**src/rtl/pipe_hazard_ctrl_if.sv**
```systemverilog
// Pipeline-side bundle for the hazard controller: ID/EX/MEM status in,
// per-segment enables, flushes and performance counters out.
interface pipe_hazard_ctrl_if #(
  parameter int CNT_W = 16
);
  logic [31:0]      id_ir;
  logic             id_valid;
  logic             ex_take;
  logic             mem_busy;
  logic             pc_en;
  logic             ifid_en;
  logic             ifid_flush;
  logic             idex_en;
  logic             idex_flush;
  logic             exmem_en;
  logic             memwb_en;
  logic [CNT_W-1:0] stall_cnt;
  logic [CNT_W-1:0] flush_cnt;

  modport master (
    output id_ir, id_valid, ex_take, mem_busy,
    input  pc_en, ifid_en, ifid_flush, idex_en,
    input  idex_flush, exmem_en, memwb_en,
    input  stall_cnt, flush_cnt
  );

  modport slave (
    input  id_ir, id_valid, ex_take, mem_busy,
    output pc_en, ifid_en, ifid_flush, idex_en,
    output idex_flush, exmem_en, memwb_en,
    output stall_cnt, flush_cnt
  );
endinterface

```
**src/rtl/pipe_hazard_ctrl.sv**
```systemverilog
// Sequencing controller for the 5-segment pipeline: RAW scoreboard,
// branch flush, memory freeze and saturating stall/flush counters.
module pipe_hazard_ctrl #(
  parameter bit WB_BYPASS = 1'b1,
  parameter int CNT_W     = 16
) (
  input logic               clk,
  input logic               rst,
  pipe_hazard_ctrl_if.slave bus
);

  logic [5:0]       op;
  logic [4:0]       rs;
  logic [4:0]       rt;
  logic [4:0]       rd;
  logic             use_rs;
  logic             use_rt;
  logic [4:0]       dst;
  logic [4:0]       src_a;
  logic [4:0]       src_b;
  logic             hit_a;
  logic             hit_b;
  logic             stall;
  logic             adv;
  logic             stall_ev;
  logic             flush_ev;

  logic [4:0]       sb_ex_q, sb_ex_d;
  logic [4:0]       sb_mem_q, sb_mem_d;
  logic [4:0]       sb_wb_q, sb_wb_d;
  logic [CNT_W-1:0] stall_cnt_q, stall_cnt_d;
  logic [CNT_W-1:0] flush_cnt_q, flush_cnt_d;

  logic pc_en, ifid_en, ifid_flush;
  logic idex_en, idex_flush;
  logic exmem_en, memwb_en;

  assign op = bus.id_ir[31:26];
  assign rs = bus.id_ir[25:21];
  assign rt = bus.id_ir[20:16];
  assign rd = bus.id_ir[15:11];

  always_comb begin
    use_rs = 1'b0;
    use_rt = 1'b0;
    dst    = 5'd0;
    unique case (1'b1)
      (op == 6'h00): begin
        use_rs = 1'b1;
        use_rt = 1'b1;
        dst    = rd;
      end
      (op[5:3] == 3'b001),
      (op == 6'h23): begin
        use_rs = 1'b1;
        dst    = rt;
      end
      (op == 6'h2b),
      (op == 6'h04),
      (op == 6'h05): begin
        use_rs = 1'b1;
        use_rt = 1'b1;
      end
      (op == 6'h03): dst = 5'd31;
      default: ;
    endcase
  end

  // A zero source never matches: empty slots and r0 both read as 0.
  assign src_a = use_rs ? rs : 5'd0;
  assign src_b = use_rt ? rt : 5'd0;

  assign hit_a = (src_a != 5'd0) &&
                 ((src_a == sb_ex_q) ||
                  (src_a == sb_mem_q) ||
                  (!WB_BYPASS && (src_a == sb_wb_q)));
  assign hit_b = (src_b != 5'd0) &&
                 ((src_b == sb_ex_q) ||
                  (src_b == sb_mem_q) ||
                  (!WB_BYPASS && (src_b == sb_wb_q)));

  assign stall = bus.id_valid & ~bus.ex_take & (hit_a | hit_b);
  assign adv   = bus.id_valid & ~stall & ~bus.ex_take;

  assign stall_ev = ~rst & ~bus.mem_busy & stall;
  assign flush_ev = ~rst & ~bus.mem_busy & bus.ex_take;

  always_comb begin
    pc_en      = 1'b0;
    ifid_en    = 1'b0;
    ifid_flush = 1'b0;
    idex_en    = 1'b0;
    idex_flush = 1'b0;
    exmem_en   = 1'b0;
    memwb_en   = 1'b0;
    if (rst) begin
      ifid_flush = 1'b1;
      idex_flush = 1'b1;
    end else if (bus.mem_busy) begin
      pc_en = 1'b0;
    end else if (bus.ex_take) begin
      pc_en      = 1'b1;
      ifid_en    = 1'b1;
      ifid_flush = 1'b1;
      idex_en    = 1'b1;
      idex_flush = 1'b1;
      exmem_en   = 1'b1;
      memwb_en   = 1'b1;
    end else if (stall) begin
      idex_en    = 1'b1;
      idex_flush = 1'b1;
      exmem_en   = 1'b1;
      memwb_en   = 1'b1;
    end else begin
      pc_en    = 1'b1;
      ifid_en  = 1'b1;
      idex_en  = 1'b1;
      exmem_en = 1'b1;
      memwb_en = 1'b1;
    end
  end

  always_comb begin
    sb_ex_d  = sb_ex_q;
    sb_mem_d = sb_mem_q;
    sb_wb_d  = sb_wb_q;
    if (!bus.mem_busy) begin
      sb_ex_d  = adv ? dst : 5'd0;
      sb_mem_d = sb_ex_q;
      sb_wb_d  = sb_mem_q;
    end
  end

  always_comb begin
    stall_cnt_d = stall_cnt_q;
    flush_cnt_d = flush_cnt_q;
    if (stall_ev && (stall_cnt_q != '1))
      stall_cnt_d = stall_cnt_q + CNT_W'(1);
    if (flush_ev && (flush_cnt_q != '1))
      flush_cnt_d = flush_cnt_q + CNT_W'(1);
  end

  always_ff @(posedge clk or posedge rst) begin
    if (rst) begin
      sb_ex_q     <= 5'd0;
      sb_mem_q    <= 5'd0;
      sb_wb_q     <= 5'd0;
      stall_cnt_q <= '0;
      flush_cnt_q <= '0;
    end else begin
      sb_ex_q     <= sb_ex_d;
      sb_mem_q    <= sb_mem_d;
      sb_wb_q     <= sb_wb_d;
      stall_cnt_q <= stall_cnt_d;
      flush_cnt_q <= flush_cnt_d;
    end
  end

  assign bus.pc_en      = pc_en;
  assign bus.ifid_en    = ifid_en;
  assign bus.ifid_flush = ifid_flush;
  assign bus.idex_en    = idex_en;
  assign bus.idex_flush = idex_flush;
  assign bus.exmem_en   = exmem_en;
  assign bus.memwb_en   = memwb_en;
  assign bus.stall_cnt  = stall_cnt_q;
  assign bus.flush_cnt  = flush_cnt_q;

endmodule

```
**src/flat_wrapper.sv**
```systemverilog
// flat-port wrapper written by rule: the top's interface ports become plain ports
module pipe_hazard_ctrl_flat 
#(
  parameter bit WB_BYPASS = 1'b1,
  parameter int CNT_W     = 16
)
  (clk, rst, bus_id_ir, bus_id_valid, bus_ex_take, bus_mem_busy, bus_pc_en, bus_ifid_en, bus_ifid_flush, bus_idex_en, bus_idex_flush, bus_exmem_en, bus_memwb_en, bus_stall_cnt, bus_flush_cnt);
  pipe_hazard_ctrl_if #(.CNT_W(CNT_W)) bus_i ();
  input logic clk;
  input logic rst;
  input wire logic [$bits(bus_i.id_ir)-1:0] bus_id_ir;
  input wire logic [$bits(bus_i.id_valid)-1:0] bus_id_valid;
  input wire logic [$bits(bus_i.ex_take)-1:0] bus_ex_take;
  input wire logic [$bits(bus_i.mem_busy)-1:0] bus_mem_busy;
  output wire logic [$bits(bus_i.pc_en)-1:0] bus_pc_en;
  output wire logic [$bits(bus_i.ifid_en)-1:0] bus_ifid_en;
  output wire logic [$bits(bus_i.ifid_flush)-1:0] bus_ifid_flush;
  output wire logic [$bits(bus_i.idex_en)-1:0] bus_idex_en;
  output wire logic [$bits(bus_i.idex_flush)-1:0] bus_idex_flush;
  output wire logic [$bits(bus_i.exmem_en)-1:0] bus_exmem_en;
  output wire logic [$bits(bus_i.memwb_en)-1:0] bus_memwb_en;
  output wire logic [$bits(bus_i.stall_cnt)-1:0] bus_stall_cnt;
  output wire logic [$bits(bus_i.flush_cnt)-1:0] bus_flush_cnt;
  assign bus_i.id_ir = bus_id_ir;
  assign bus_i.id_valid = bus_id_valid;
  assign bus_i.ex_take = bus_ex_take;
  assign bus_i.mem_busy = bus_mem_busy;
  assign bus_pc_en = bus_i.pc_en;
  assign bus_ifid_en = bus_i.ifid_en;
  assign bus_ifid_flush = bus_i.ifid_flush;
  assign bus_idex_en = bus_i.idex_en;
  assign bus_idex_flush = bus_i.idex_flush;
  assign bus_exmem_en = bus_i.exmem_en;
  assign bus_memwb_en = bus_i.memwb_en;
  assign bus_stall_cnt = bus_i.stall_cnt;
  assign bus_flush_cnt = bus_i.flush_cnt;
  pipe_hazard_ctrl #(.WB_BYPASS(WB_BYPASS), .CNT_W(CNT_W)) u_core (.clk(clk), .rst(rst), .bus(bus_i));
endmodule
```
**config.mk**
```make
export PLATFORM = sky130hd
export DESIGN_NAME = pipe_hazard_ctrl_flat
export DESIGN_NICKNAME = d
export VERILOG_FILES = /design/src/rtl/pipe_hazard_ctrl_if.sv /design/src/rtl/pipe_hazard_ctrl.sv /design/src/flat_wrapper.sv
export SDC_FILE = /design/constraint.sdc
export NUM_CORES = 1
export LEC_CHECK = 0
export BUFFER_PORTS_ARGS = -buffer_cell sky130_fd_sc_hd__buf_2
export CORE_MARGIN = 2
export CORE_UTILIZATION = 55
export DETAILED_ROUTE_END_ITERATION = 8
export PLACE_DENSITY = 0.91
export SYNTH_ARGS = -nofsm -noshare
export SYNTH_HDL_FRONTEND = slang
export SYNTH_SLANG_ARGS = --single-unit
```
**constraint.sdc**
```tcl
create_clock -name clk -period 6.9 [get_ports clk]
set_input_delay 0.69 -clock clk [delete_from_list [all_inputs] [get_ports clk]]
set_output_delay 0.69 -clock clk [all_outputs]
set_load 0.02 [all_outputs]
```
==> results of run 1 <==
==> metrics by stage <==
stage	cells	hold slack [ps]	total power [W]	setup WS [ps]
floorplan	244	523	0.000346	3530
CTS	363	492	0.000530	3400
global route	363	506	0.000556	3260
finish	363	489	0.000524	3380
global placement	356	467	0.000381	3430
detailed placement	356	482	0.000384	3400
==> Yosys cell counts (3+ instances only) <==
master and instances:
dfrtp_1 42, xor2_1 33, nor2_1 21, nand2_1 16, nand3_1 12, nor3_1 12
inv_1 11, nand4_1 11, o21ai_0 10, xnor2_1 10, mux2_2 7, nor4_1 7
a221oi_1 5, buf_4 4, or3_1 4, and3_1 3, and4_1 3, clkbuf_1 3
==> flip-flops by register name, summed over array words and instances (netlist names) <==
name                  flops
u_core.sb_ex_q            5
u_core.sb_mem_q           5
u_core.bus.stall_cnt     16
u_core.bus.flush_cnt     16
==> where the power goes <==
group / total (W) / internal (W) / switching [W]
clock: 0.000145 / 0.0000678 / 0.0000769
combinational: 0.0000994 / 0.0000397 / 0.0000597
sequential: 0.000280 / 0.000261 / 0.0000186
total: 0.000524 / 0.000368 / 0.000155
==> logic make-up after synthesis <==
logic type               after synthesis
adder cells (fa/ha/maj)                2
flip-flops                            42
buffers and inverters                 18
AND/OR/NAND/NOR                      100
XOR/XNOR                              43
multiplexers                           7
AO/OA/AOI/OAI                         32
==> worst min path at each step <==
| stage | to | depth (start not counted) |
|---|---|---|
| 2_1_floorplan | u_core.sb_mem_q[1] | 1 |
| 3_3_place_gp | u_core.bus.flush_cnt[7] | 1 |
| 3_5_place_dp | u_core.bus.stall_cnt[9] | 1 |
| 4_1_cts | u_core.bus.stall_cnt[9] | 1 |
| 5_1_grt | u_core.bus.stall_cnt[9] | 1 |
| 6_report | u_core.bus.stall_cnt[14] | 1 |
==> layout make-up <==
| class | count | area share, % |
|---|---|---|
| clock inverter | 2 | 0.351 |
| clock buffer | 5 | 2.41 |
| multi-input combinational | 184 | 44.6 |
| sequential | 42 | 36.9 |
| timing repair buffer | 67 | 12.0 |
| inverter | 11 | 1.45 |
| tap | 52 | 2.28 |
==> layer usage <==
| layer | track usage, % | routed length, um | vias to the layer above |
|---|---|---|---|
| met4 | 7.91 | 70 | 0 |
| met2 | 35.6 | 2500 | 84 |
| li1 | - | - | 1012 |
| met5 | 0 | 0 | - |
| met3 | 5.05 | 362 | 9 |
| met1 | 31.7 | 2330 | 1023 |
==> flow_summary.yaml, run 1 <==
logic_synthesis:
  synth-edff-count: 0
  synth_xor_area_share_pct: 15.7
  ys_seq_area_share_pct: 43.7
  yosys.area_share.adder_pct: 1.04
  syn-cell-area_mm2: 0.00240
  synth-main-ff-cell: "dfrtp_1"
  synthSimpleGateAreaFrac_pct: 21.9
  synth_top_area_share_pct: 43.7
  synth_top_family_by_area: "simple AND/OR/NAND/NOR gates"
  synthCells: 244
  yosys_warnings: 0
  synth_compound_area_share_pct: 11.0
  syn_avg_cell_area_um2: 9.86
  synth-async-reset-ratio_pct: 100
  synthMuxAreaShare_pct: 3.28
  synth_seq_cells: 42
  ys_types: 42
  syn_nets: 283
  yosysTopAreaCell: "dfrtp_1"
  synth_area_leaders: "dfrtp_1, xor2_1, xnor2_1, mux2_2, nor2_1"
pwr:
  leakagePower_nw: 1.49
  p_per_area_mw_per_mm2: 184
  ir_worst_vdd_uv: 204
finish:
  n_antenna_cell: 0
  area_growth_syn_to_layout_pct: 18.5
  post-route-cell-area_mm2: 0.00285
  most-common-layout-cells: "buf_2, dfrtp_1, xor2_1"
  final_core_util_pct: 66.4
  fill_cells: 327
  multi_input_area_mm2: 0.00127
  nets: 350
  regArea_mm2: 0.00105
  drive_gt1_share_pct: 27.3
  layout_commonest_cell: "buf_2"
setup_path:
  worstPathRequired_ps: 6210
  reg2reg_slack_ps: 4550
  crit_family: "simple AND/OR/NAND/NOR gates"
  max_stage_delay_ps: 320
  crit_end: "bus_idex_flush"
  cp-startpoint: "bus_id_ir[21]"
  path_max_fanout: 18
  worstPathCellList: "buf_2 -> or2_2 -> nor4_1 -> a311oi_1 -> o2111a_1 -> a2111oi_4 -> buf_4 -> nor3_1 -> or2_2 -> buf_2"
  start_kind: "input pin"
  path_depth: 10
  rr_startpoint: "u_core.sb_ex_q[0]"
  cp-end-kind: "output pin"
  worst_path_max_delay_cell: "a2111oi_4"
  reg2reg_depth: 8
  r2r_end: "u_core.bus.stall_cnt[1]"
  crit_type: "in2out"
  cp_num_buf_inv: 3
  cp.arrival_ps: 2830
cts:
  path_clk_slew_ps: 70
  insertion_delay_ps: 290
  ctsHtreeMaxLevel: 2
  cts_setup_buffers: 0
  clockBufferDepth: 2
  ctsHoldBuffers: 0
  cts.sinks: 42
  cts_buffers: 5
  cts_resized: 0
  cts_tree: "yes"
  root_buffer: "clkbuf_8"
grt:
  grt_use_total_pct: 22.8
  grt_remaining_overflow: 0
  grt_max_degree: 43
  grt_pass1_vias: 1991
  antenna_found_initial: 0
  grt_pass1_wl_mm: 9.03
floorplan:
  die_x_um: 70.1
  rows: 24
  die_area_mm2: 0.00492
  die_h_um: 70.1
  core_mm2: 0.00429
  io_pins: 76
  start_util_pct: 56.0
hold_path:
  hold_class: "reg2reg"
  hold_start: "u_core.bus.stall_cnt[14]"
drt:
  vias: 2128
  remaining_drc_errors: 0
  drt_wl_total_mm: 5.26
  via_per_inst: 5.86
  wl_per_cell_um: 14.5
  drt_iter0_markers: 157
  ant_nets: 0
  first_pass_iters: 4
placement:
  gp_congestion: 0.905
  io_buffers: 64
  placed_cell_area_mm2: 0.00277
  post-dp-hpwl_mm: 3.90
timing:
  skew_ps: 4.56
  fmax_ghz: 0.284
  post-route-period-util_pct: 51.0
  relSlewSlack_pct: 58.4
  maxSlewViolCount: 0
  finalSetupTns_ps: 0
  rsz0062_at_grt: "false"
  hold_viol_final: 0
  period_minus_slack_ps: 3520
  worst_slew_pin_slew_ps: 620
  setup_viol: 0
run_status:
  outcome: "finished, final reports clean"
run:
  drv_cap: 0
Power figures use the tool's default switching activity.
==> run 2, diff against run 1 <==
CORE_UTILIZATION = 51   (was 55)
PLACE_DENSITY = 0.86   (was 0.91)
clock period = 3.37 ns   (was 6.9 ns; I/O delays follow)
==> flow_summary.yaml, run 2 (same netlist as run 1, synthesis figures left out) <==
pwr:
  p_per_area_mw_per_mm2: 406
  leakagePower_nw: 1.51
  ir_worst_vdd_uv: 334
setup_path:
  reg2reg_slack_ps: 990
  cp.arrival_ps: 2390
  crit_type: "reg2out"
  reg2reg_depth: 8
  rr_startpoint: "u_core.sb_ex_q[1]"
  worstPathRequired_ps: 3030
  start_kind: "flop"
  cp-end-kind: "output pin"
  r2r_end: "u_core.bus.stall_cnt[1]"
  path_max_fanout: 17
cts:
  cts_buffers: 5
  insertion_delay_ps: 290
  cts_setup_buffers: 0
  root_buffer: "clkbuf_8"
  cts_tree: "yes"
  cts_resized: 0
  cts.sinks: 42
  ctsHtreeMaxLevel: 2
  ctsHoldBuffers: 0
  path_clk_slew_ps: 80
  clockBufferDepth: 2
timing:
  relSlewSlack_pct: 51.4
  skew_ps: 6.45
  post-route-period-util_pct: 80.9
  period_minus_slack_ps: 2730
  rsz0062_at_grt: "false"
  hold_viol_final: 0
  fmax_ghz: 0.367
  setup_viol: 0
  worst_slew_pin_slew_ps: 724
  finalSetupTns_ps: 0
  maxSlewViolCount: 0
drt:
  vias: 2158
  drt_wl_total_mm: 5.56
  drt_iter0_markers: 126
  first_pass_iters: 4
  remaining_drc_errors: 0
  ant_nets: 0
  via_per_inst: 5.93
  wl_per_cell_um: 15.3
finish:
  final_cells: 364
  fill_cells: 384
  layout_commonest_cell: "buf_2"
  n_antenna_cell: 0
  most-common-layout-cells: "buf_2, dfrtp_1, xor2_1"
  area_growth_syn_to_layout_pct: 19.8
  regArea_mm2: 0.00105
  drive_gt1_share_pct: 27.6
  multi_input_area_mm2: 0.00127
  nets: 350
  final_core_util_pct: 64.8
floorplan:
  die_area_mm2: 0.00528
  die_h_um: 72.7
  io_pins: 76
  rows: 24
  start_util_pct: 54.1
  core_mm2: 0.00444
  die_x_um: 72.7
hold_path:
  hold_class: "in2async"
run_status:
  outcome: "finished, final reports clean"
placement:
  post-dp-hpwl_mm: 4.22
  io_buffers: 64
  dp_cells: 356
  gp_congestion: 0.858
grt:
  grt_pass1_wl_mm: 9.56
  grt_remaining_overflow: 0
  antenna_found_initial: 0
  grt_max_degree: 43
  grt_use_total_pct: 23.0
  grt_pass1_vias: 2034
run:
  drv_cap: 0
[run 2: cell count changes in the layout (fill, tap and decap cells not counted), sizes merged]
cell and delta:
bufinv +1
[run 2: critical path, cell delays in order, from the launching register on]
cell and delay [ps]:
dfrtp_1 490, xnor2_1 170, a31oi_1 160, o32ai_1 110, o2111a_1 190, a2111oi_4 350
buf_4 280, o21a_1 170, buf_2 170
[run 2: final cells by class]
type	instances	share of cell area, %
multi-input combinational	184	44.1
sequential	42	36.5
timing repair buffer	67	11.9
clock buffer	5	2.39
tap	52	2.26
inverter	11	1.43
clock inverter	3	1.39
[run 2: power breakdown]
| group | leakage [nW] | total [W] | internal (W) | switching, W |
|---|---|---|---|---|
| Combinational | 0.869 | 0.000207 | 0.0000816 | 0.000125 |
| Clock | 0.0579 | 0.000386 | 0.000218 | 0.000168 |
| Sequential | 0.579 | 0.000576 | 0.000534 | 0.0000424 |
| Total | 1.51 | 0.00117 | 0.000834 | 0.000335 |
[run 2: per-layer routing]
metal  vias to the layer above  global-route usage (%)  share of wire [%]
met5                         -                       0                  0
met4                         0                    7.61                1.2
met3                         7                    5.52                7.1
met2                        91                    36.2                 47
met1                      1044                    31.4                 44
li1                       1016                       -                  -
[run 2: worst max path at each step]
| stage | startpoint | to | slack, ps | cells past startpoint |
|---|---|---|---|---|
| after global routing | u_core.sb_ex_q[1] | bus_pc_en | 460 | 8 |
| after floorplan | rst | bus_idex_flush | 710 | 3 |
| final | u_core.sb_ex_q[1] | bus_pc_en | 640 | 8 |
| after global placement | bus_id_ir[26] | u_core.bus.stall_cnt[7] | 670 | 9 |
| after CTS | u_core.sb_ex_q[1] | bus_pc_en | 650 | 8 |
| after detailed placement | bus_id_ir[26] | u_core.bus.stall_cnt[1] | 660 | 9 |
[run 2: metrics by stage]
stage / hold slack (ps) / power (W) / instance area (um2) / worst slack (ps)
floorplan: 523 / 0.000708 / 2400 / 710
global route: 245 / 0.00123 / 2880 / 464
finish: 191 / 0.00117 / 2880 / 643
global placement: 472 / 0.000783 / 2770 / 673
detailed placement: 478 / 0.000791 / 2770 / 660
CTS: 205 / 0.00118 / 2880 / 653
==> run 3, diff against run 2 <==
ABC_AREA = 1   (was default)
CORE_UTILIZATION = 53   (was 51)
clock period = 2.8 ns   (was 3.37 ns; I/O delays follow)
==> flow_summary.yaml, run 3 <==
finish:
  final_core_util_pct: 65.0
  nets: 492
  post-route-cell-area_mm2: 0.00338
  area_growth_syn_to_layout_pct: 16.2
  most-common-layout-cells: "nand2_1, buf_2, dfrtp_1"
  drive_gt1_share_pct: 22.3
  layout_commonest_cell: "nand2_1"
  n_antenna_cell: 0
cts:
  cts_tree: "yes"
  ctsHoldBuffers: 0
  root_buffer: "clkbuf_8"
  insertion_delay_ps: 290
  ctsHtreeMaxLevel: 2
  cts_resized: 0
  cts_buffers: 5
  cts_setup_buffers: 0
  clockBufferDepth: 2
  cts.sinks: 42
  path_clk_slew_ps: 80
logic_synthesis:
  yosys_warnings: 0
  synth_seq_cells: 42
  synth_common_cells: "nand2_1, dfrtp_1, inv_1"
  synth-edff-count: 0
  synth_top_area_share_pct: 36.1
  synth-main-ff-cell: "dfrtp_1"
  syn_nets: 427
  synth-async-reset-ratio_pct: 100
  ys_seq_area_share_pct: 36.1
  syn-cell-area_mm2: 0.00291
  yosysTopAreaCell: "dfrtp_1"
  synth.most_common_cell: "nand2_1"
  synth_area_leaders: "dfrtp_1, nand2_1, nand4_1, nand3_1, xor2_1"
  ys_types: 33
  synthCells: 388
  syn_avg_cell_area_um2: 7.50
grt:
  grt_busiest_layer: "met2"
  met3_usage_pct: 4.83
  grt_pass1_wl_mm: 11.9
  grt_use_total_pct: 23.6
  use_met2_pct: 40.8
  antenna_found_initial: 0
  grt_pass1_vias: 2734
  grt_remaining_overflow: 0
  grt_max_degree: 43
  met1_usage_pct: 30.6
floorplan:
  die_x_um: 78.1
  rows: 26
  die_h_um: 78.1
  io_pins: 76
  start_util_pct: 55.9
  die_area_mm2: 0.00610
  core_mm2: 0.00520
run_status:
  outcome: "finished, final reports clean"
pwr:
  p_per_area_mw_per_mm2: 486
  internal_power_w: 0.00110
  swShare_pct: 33.2
  p_clk_share_pct: 29.3
  ir_worst_vdd_uv: 539
  comb_power_share_pct: 26.1
  p_total_w: 0.00164
  leakagePower_nw: 1.67
  p_switching_w: 0.000546
  seq_power_share_pct: 44.6
drt:
  wl_per_cell_um: 13.3
  drt_wl_total_mm: 6.96
  vias: 2858
  drt_iter0_markers: 139
  first_pass_iters: 5
  via_per_inst: 5.46
  remaining_drc_errors: 0
  ant_nets: 0
timing:
  worst_slew_pin_slew_ps: 569
  maxSlewViolCount: 0
  relSlewSlack_pct: 61.8
  hold_slack_ps: 156
  skew_ps: 4.64
  period_minus_slack_ps: 2500
  hold_viol_final: 0
  fmax_ghz: 0.400
  finalSetupTns_ps: 0
  rsz0062_at_grt: "false"
  post-route-period-util_pct: 89.3
  setup_viol: 0
placement:
  post-dp-hpwl_mm: 5.27
  gp_congestion: 0.880
  io_buffers: 64
  placed_cell_area_mm2: 0.00327
setup_path:
  crit_top_cell: "nand2_1"
  max_stage_delay_ps: 260
  worst_path_max_delay_cell: "nand3_2"
  cp.arrival_ps: 2220
  worstPathCellList: "buf_2 -> nor2_4 -> nand3_2 -> nand3_2 -> nand2_1 -> nand2_1 -> nand2_1 -> nor2_1 -> nand3_1 -> nand2_2 -> nand2_4 -> nand2_4 -> nand2_1 -> o21bai_1 -> buf_2"
  crit_type: "in2out"
  worstPathRequired_ps: 2520
  path_max_fanout: 14
  start_kind: "input pin"
  cp-end-kind: "output pin"
hold_path:
  hold_class: "in2async"
run:
  drv_cap: 0
## run 3: changes by cell type after synthesis, moves of 5 or more
cell,before,now
nor2_1,21,28
nand2_4,0,6
xor2_1,33,18
a221oi_1,5,0
nand3_1,12,33
o21ai_0,10,16
inv_1,11,39
mux2_2,7,1
nand2_1,16,106
nand4_1,11,33
## run 3: area by class of cell
cell class | instances | area (um2)
Timing Repair Buffer | 68 | 350
Clock buffer | 6 | 82.6
Fill cell | 462 | 1820
Sequential cell | 42 | 1050
Multi-Input combinational cell | 294 | 1620
Inverter | 42 | 158
Clock inverter | 1 | 30.0
Tap cell | 70 | 87.6
## run 3: worst paths after layout
kind	start	to	slack [ps]	cells after the start
worst max-delay path	bus_id_ir[31]	bus_idex_flush	300	15
max in group asynchronous	rst	u_core.sb_ex_q[3]	2260	3
min in group clk	bus_mem_busy	u_core.sb_mem_q[4]	350	3
worst max register to register	u_core.bus.flush_cnt[0]	u_core.bus.flush_cnt[13]	400	12
worst min register to register	u_core.bus.flush_cnt[15]	u_core.bus.flush_cnt[15]	510	1
worst min-delay path	rst	u_core.bus.stall_cnt[12]	160	3
## run 3: cells by family after synthesis
| group | share of synthesized area, % |
|---|---|
| flops | 36.1 |
| simple gates | 40.9 |
| mux | 0.387 |
| compound gates | 5.12 |
| buf+inv | 8.17 |
| xor+xnor | 8.43 |
| fa+ha+maj | 0.860 |
## run 3: metal layers
metal / part of all wire [%] / routed length (um)
met4: 0.91 / 63
met3: 6.3 / 439
met2: 49 / 3380
met1: 44 / 3080
met5: 0 / 0
## run 3: power groups by stage
stage / clock (W) / sequential (W) / combinational [W]
6_report: 0.000482 / 0.000733 / 0.000428
5_1_grt: 0.000514 / 0.000741 / 0.000471
4_1_cts: 0.000498 / 0.000733 / 0.000430
3_5_place_dp: 0 / 0.000743 / 0.000430
3_3_place_gp: 0 / 0.000741 / 0.000413
2_1_floorplan: 0 / 0.000806 / 0.000224
## run 3: critical path: cells and delay by family
kind / cells / cell delay, ps
AO/OA/AOI/OAI: 1 / 120
buffers and inverters: 2 / 310
AND/OR/NAND/NOR: 12 / 1510
## run 3: through the flow
stage	setup slack (ps)	std cells
floorplan	193	388
global placement	381	516
detailed placement	327	516
CTS	316	523
global route	108	523
finish	298	523
